`config.mk`:
```
export PLATFORM = sky130hd
export DESIGN_NAME = rx_byte_fifo
export DESIGN_NICKNAME = d
export VERILOG_FILES = /design/src/rtl/rx_byte_fifo.sv
export SDC_FILE = /design/constraint.sdc
export NUM_CORES = 1
export LEC_CHECK = 0
export CAP_MARGIN = 20
export CORE_ASPECT_RATIO = 0.7
export CORE_MARGIN = 2
export CORE_UTILIZATION = 50
export DETAILED_ROUTE_END_ITERATION = 6
export HOLD_SLACK_MARGIN = 0.12
export PLACE_DENSITY = 0.71
export SLEW_MARGIN = 5
export SYNTH_ARGS = -nofsm -noshare
export SYNTH_HDL_FRONTEND = slang
export SYNTH_SLANG_ARGS = --single-unit
```
`constraint.sdc`:
```
create_clock -name clock -period 2.8 [get_ports clock]
set_input_delay 0.42 -clock clock [delete_from_list [all_inputs] [get_ports clock]]
set_output_delay 0.42 -clock clock [all_outputs]
set_load 0.02 [all_outputs]
```
`src/rtl/rx_byte_fifo.sv`:
```
// First-word-fall-through receive buffer between the UART RX datapath and the host.
// Stores each byte with its framing-error bit, and reports occupancy, almost-full and sticky overrun.
module rx_byte_fifo #(
  parameter int unsigned DATA_WIDTH  = 8,
  parameter int unsigned DEPTH       = 16,
  parameter int unsigned ALMOST_FULL = 12
) (
  input  logic                       clock,
  input  logic                       reset_n,
  input  logic                       wr_valid,
  input  logic [DATA_WIDTH-1:0]      wr_data,
  input  logic                       wr_frame_err,
  input  logic                       flush,
  input  logic                       rd_ready,
  output logic                       rd_valid,
  output logic [DATA_WIDTH-1:0]      rd_data,
  output logic                       rd_frame_err,
  output logic [$clog2(DEPTH):0]     count,
  output logic                       empty,
  output logic                       full,
  output logic                       almost_full,
  output logic                       overrun,
  input  logic                       clr_overrun
);

  localparam int unsigned AW = $clog2(DEPTH);
  localparam int unsigned CW = AW + 1;
  localparam int unsigned EW = DATA_WIDTH + 1;

  logic [EW-1:0] mem [DEPTH];
  logic [AW-1:0] wr_ptr;
  logic [AW-1:0] rd_ptr;
  logic [EW-1:0] head;
  logic          pop;
  logic          push;
  logic          drop;

  // Status flags are decoded straight from the count register.
  assign empty       = (count == CW'(0));
  assign full        = (count == CW'(DEPTH));
  assign almost_full = (count >= CW'(ALMOST_FULL));
  assign rd_valid    = !empty;

  // A full queue still accepts a byte when the head leaves in the same cycle.
  assign pop  = rd_valid & rd_ready;
  assign push = wr_valid & (!full | pop);
  assign drop = wr_valid & full & !pop;

  assign head         = mem[rd_ptr];
  assign rd_data      = empty ? '0 : head[DATA_WIDTH-1:0];
  assign rd_frame_err = empty ? 1'b0 : head[DATA_WIDTH];

  // Storage is intentionally left without reset.
  always_ff @(posedge clock) begin
    if (reset_n && !flush && push) begin
      mem[wr_ptr] <= {wr_frame_err, wr_data};
    end
  end

  always_ff @(posedge clock) begin
    if (!reset_n) begin
      wr_ptr <= '0;
      rd_ptr <= '0;
      count  <= '0;
    end else if (flush) begin
      wr_ptr <= '0;
      rd_ptr <= '0;
      count  <= '0;
    end else begin
      if (push) begin
        wr_ptr <= wr_ptr + AW'(1);
      end
      if (pop) begin
        rd_ptr <= rd_ptr + AW'(1);
      end
      if (push && !pop) begin
        count <= count + CW'(1);
      end else if (pop && !push) begin
        count <= count - CW'(1);
      end
    end
  end

  // A byte lost to a full queue outranks a simultaneous clear; flushed bytes never count as lost.
  always_ff @(posedge clock) begin
    if (!reset_n) begin
      overrun <= 1'b0;
    end else if (drop && !flush) begin
      overrun <= 1'b1;
    end else if (clr_overrun) begin
      overrun <= 1'b0;
    end
  end

endmodule

```
==> results.md <==
* Sequential Power Share at 0.483
* Required @ worst endpoint at 2.38 ns
* Clk root buf: clkbuf_16
* Comb pwr share at 0.127
* FF+latch count, synth at 162
* Die Width at 140 um
* Clock-pin slew on the worst setup and hold paths at 0.06 ns
* Ys async rst share at 0
* GP Congestion at 0.821
* Share of the synthesized area in the top cell type at 0.665
* H-tree depth at 4
* Status: completed
* Worst vdd rail ir drop at 0.000392 V
* I/O pin cnt at 34
* Hold_sp: rd_ptr[3]$_SDFFE_PP0N_
* Final Hold Vio Count at 0
* WL/cell at 22.6 um
* Clock Path Buffers at 2
* IO buf count at 33
* DRC errors left at 0
* Synth top cells by count: edfxtp_1, mux4_2, nor2_1
* Top-count cell post-synth: edfxtp_1
* Starting DRT DRC Count at 295
* Reg2reg end: count[4]$_SDFFE_PP0P_
* Drt pass-1 iters at 5
* Post-synth EDFFs at 144
* Synth Cell Area at 6510 um2
* GRT overflow at 0
* Worst hold slack at 0.505 ns
* Hold Path Depth at 2
* CTS tree: built
* Clock Power Share at 0.390
* Register area share after synthesis at 0.720
* Area grow syn2layout at 19.9%
* Antenna diode count at 0
* Max Slew Vio Count at 0
* Reg2Reg Launch Point: count[2]$_SDFFE_PP0P_
* Post-Route WL at 13300 um
* Layout Nets at 440
* Final period utilization at 0.970
* Die ar. at 14000 um2
* Fmax at 368 MHz
* Synth top area cells: edfxtp_1, mux4_2, dfxtp_1, a211oi_1, ha_1
* YS warnings at 0
* Internal Power at 4.25 mW
* ANT nets after route at 0
* CORE AREA at 12500 um2
* Hold buffer count at CTS at 0
* Worst Setup End Kind: output pin
* Worst reg-to-reg setup slack at 0.19 ns
* Skew-Pair Late Insertion Delay at 0.42 ns
* Critical Path AT at 2.30 ns
* Tot GR Track Use at 0.204
* Critical path type: register to output pin
* Pin count of the biggest net entering global routing at 37
* Tightest Hold Check Type: register to register
* Row count at 34
* Number of buffers created by CTS at 17
* Avg Cell Area, Syn at 18.4 um2
* Max Cap Viol at 0
* Via density at 5.94
* Post-DP HPWL at 8140 um
* Initial antenna violation count at 0
* Place WS at 0.105 ns
* Worst reg2reg path depth at 8
* Synth Instances at 354
* Vias at 3491
* Ys flop type: edfxtp_1
* Clock Sinks at 162
* Vias in the first global route at 3447
* Post-route setup slack at 0.0827 ns
* Power Dens Cells at 710 nW/um2
* Die Span Y at 99.4 um
* Fin Clk Skew at 0.00959 ns
* Synth unique cells at 36
* Crit-path max FO at 10
* Headroom to the max-slew limit at 0.256
* Share of cells above drive strength 1 at 0.258
* Startpoint class of the critical path: register
* Sw Pwr at 1.29 mW
* First-pass GRT wire length at 20200 um
* Post-synth top area cell: edfxtp_1
* P_leak at 2.52 nW
* # setup viols final at 0
* Synth Net Count at 380
* Slew @ Worst Pin at 1.11 ns
* Time the worst path needs with I/O delays and setup at 2.72 ns
* Initial Util at 0.518
* Sw Ratio at 0.233
## registers in the layout (all words and copies together) (netlist names), named ones only
name / count
rd_ptr: 4
overrun: 1
wr_ptr: 4
mem: 144
count: 5
## timing repair
| action | in CTS | in global routing |
|---|---|---|
| setup endpoints to repair | 9 | 10 |
| buffers inserted | 0 | 0 |
| resized for setup | 14 | 24 |
| cloned | 1 | 0 |
| hold endpoints to repair | 0 | 0 |
## metrics by stage
| stage | TNS [ns] | power [mW] | instance area [um2] | std cells | utilization |
|---|---|---|---|---|---|
| finish | 0 | 5.54 | 7800 | 588 | 0.621 |
| global route | -0.0249 | 5.74 | 7800 | 588 | 0.621 |
| CTS | -0.0309 | 5.56 | 7730 | 586 | 0.616 |
| detailed placement | 0 | 3.44 | 7150 | 554 | 0.570 |
| global placement | 0 | 3.44 | 7150 | 554 | 0.570 |
| floorplan | 0 | 3.13 | 6510 | 354 | - |
## routing by layer
layer / global-route usage / vias to the layer above / share of wire
met5: 0 / - / 0
met4: 0.0676 / 0 / 0.014
met3: 0.0525 / 26 / 0.076
met2: 0.299 / 151 / 0.45
met1: 0.305 / 1784 / 0.46
li1: - / 1530 / -
## cell usage in the layout (no fill, tap or decap), types with 5 or more instances in the layout
master,instances
dfxtp_1,16
clkdlybuf4s50_1,22
inv_1,6
edfxtp_1,144
buf_4,19
a211oi_2,9
mux4_2,36
nand2_1,13
clkbuf_16,17
nand3_1,5
a21oi_1,6
ha_1,9
a211oi_1,10
nor2b_1,11
nor2_1,31
mux2i_1,10
## cell type report
cell class / instances / area, um2
fillers: 881 / 4750
repair buffers: 59 / 581
inverters: 7 / 26.3
clock inverters: 12 / 118
well taps: 162 / 203
clock buffers: 19 / 433
flip-flops and latches: 162 / 4690
multi-input cells: 167 / 1750
## worst max-delay path by stage
stage	startpoint	to	slack [ns]	depth (start not counted)
detailed placement	register	rd_data[0]	0.11	7
finish	register	rd_frame_err	0.08	6
floorplan	count[0]$_SDFFE_PP0P_	count[4]$_SDFFE_PP0P_	0.09	9
CTS	register	rd_data[0]	-0.03	7
global route	register	rd_frame_err	-0.02	6
global placement	register	rd_data[0]	0.13	7
## worst max-delay path, stage by stage, from the launching register on
cell           delay (ns)
dfxtp_4              0.40
buf_12               0.18
mux4_2               0.49
nor2b_1              0.15
a211oi_2             0.26
a211oi_1             0.08
dlygate4sd2_1        0.33
## power by group through the flow
stage                     combinational [mW]  sequential (mW)  clock, mW
after floorplan                        0.394             2.74          0
after global placement                 0.711             2.72          0
after detailed placement               0.718             2.73          0
after CTS                              0.694             2.67       2.19
after global routing                   0.767             2.68       2.29
final                                  0.705             2.67       2.16
## kinds of logic after synthesis
kind of cell             count (synthesis)  synth area share
AO/OA/AOI/OAI                           36            0.0408
XOR/XNOR                                 6           0.00808
adder cells (fa/ha/maj)                 11            0.0223
buffers and inverters                   25            0.0196
flip-flops                             162             0.720
multiplexers                            46             0.140
AND/OR/NAND/NOR                         68            0.0492
Note: power is estimated with default switching activity, not from simulation.
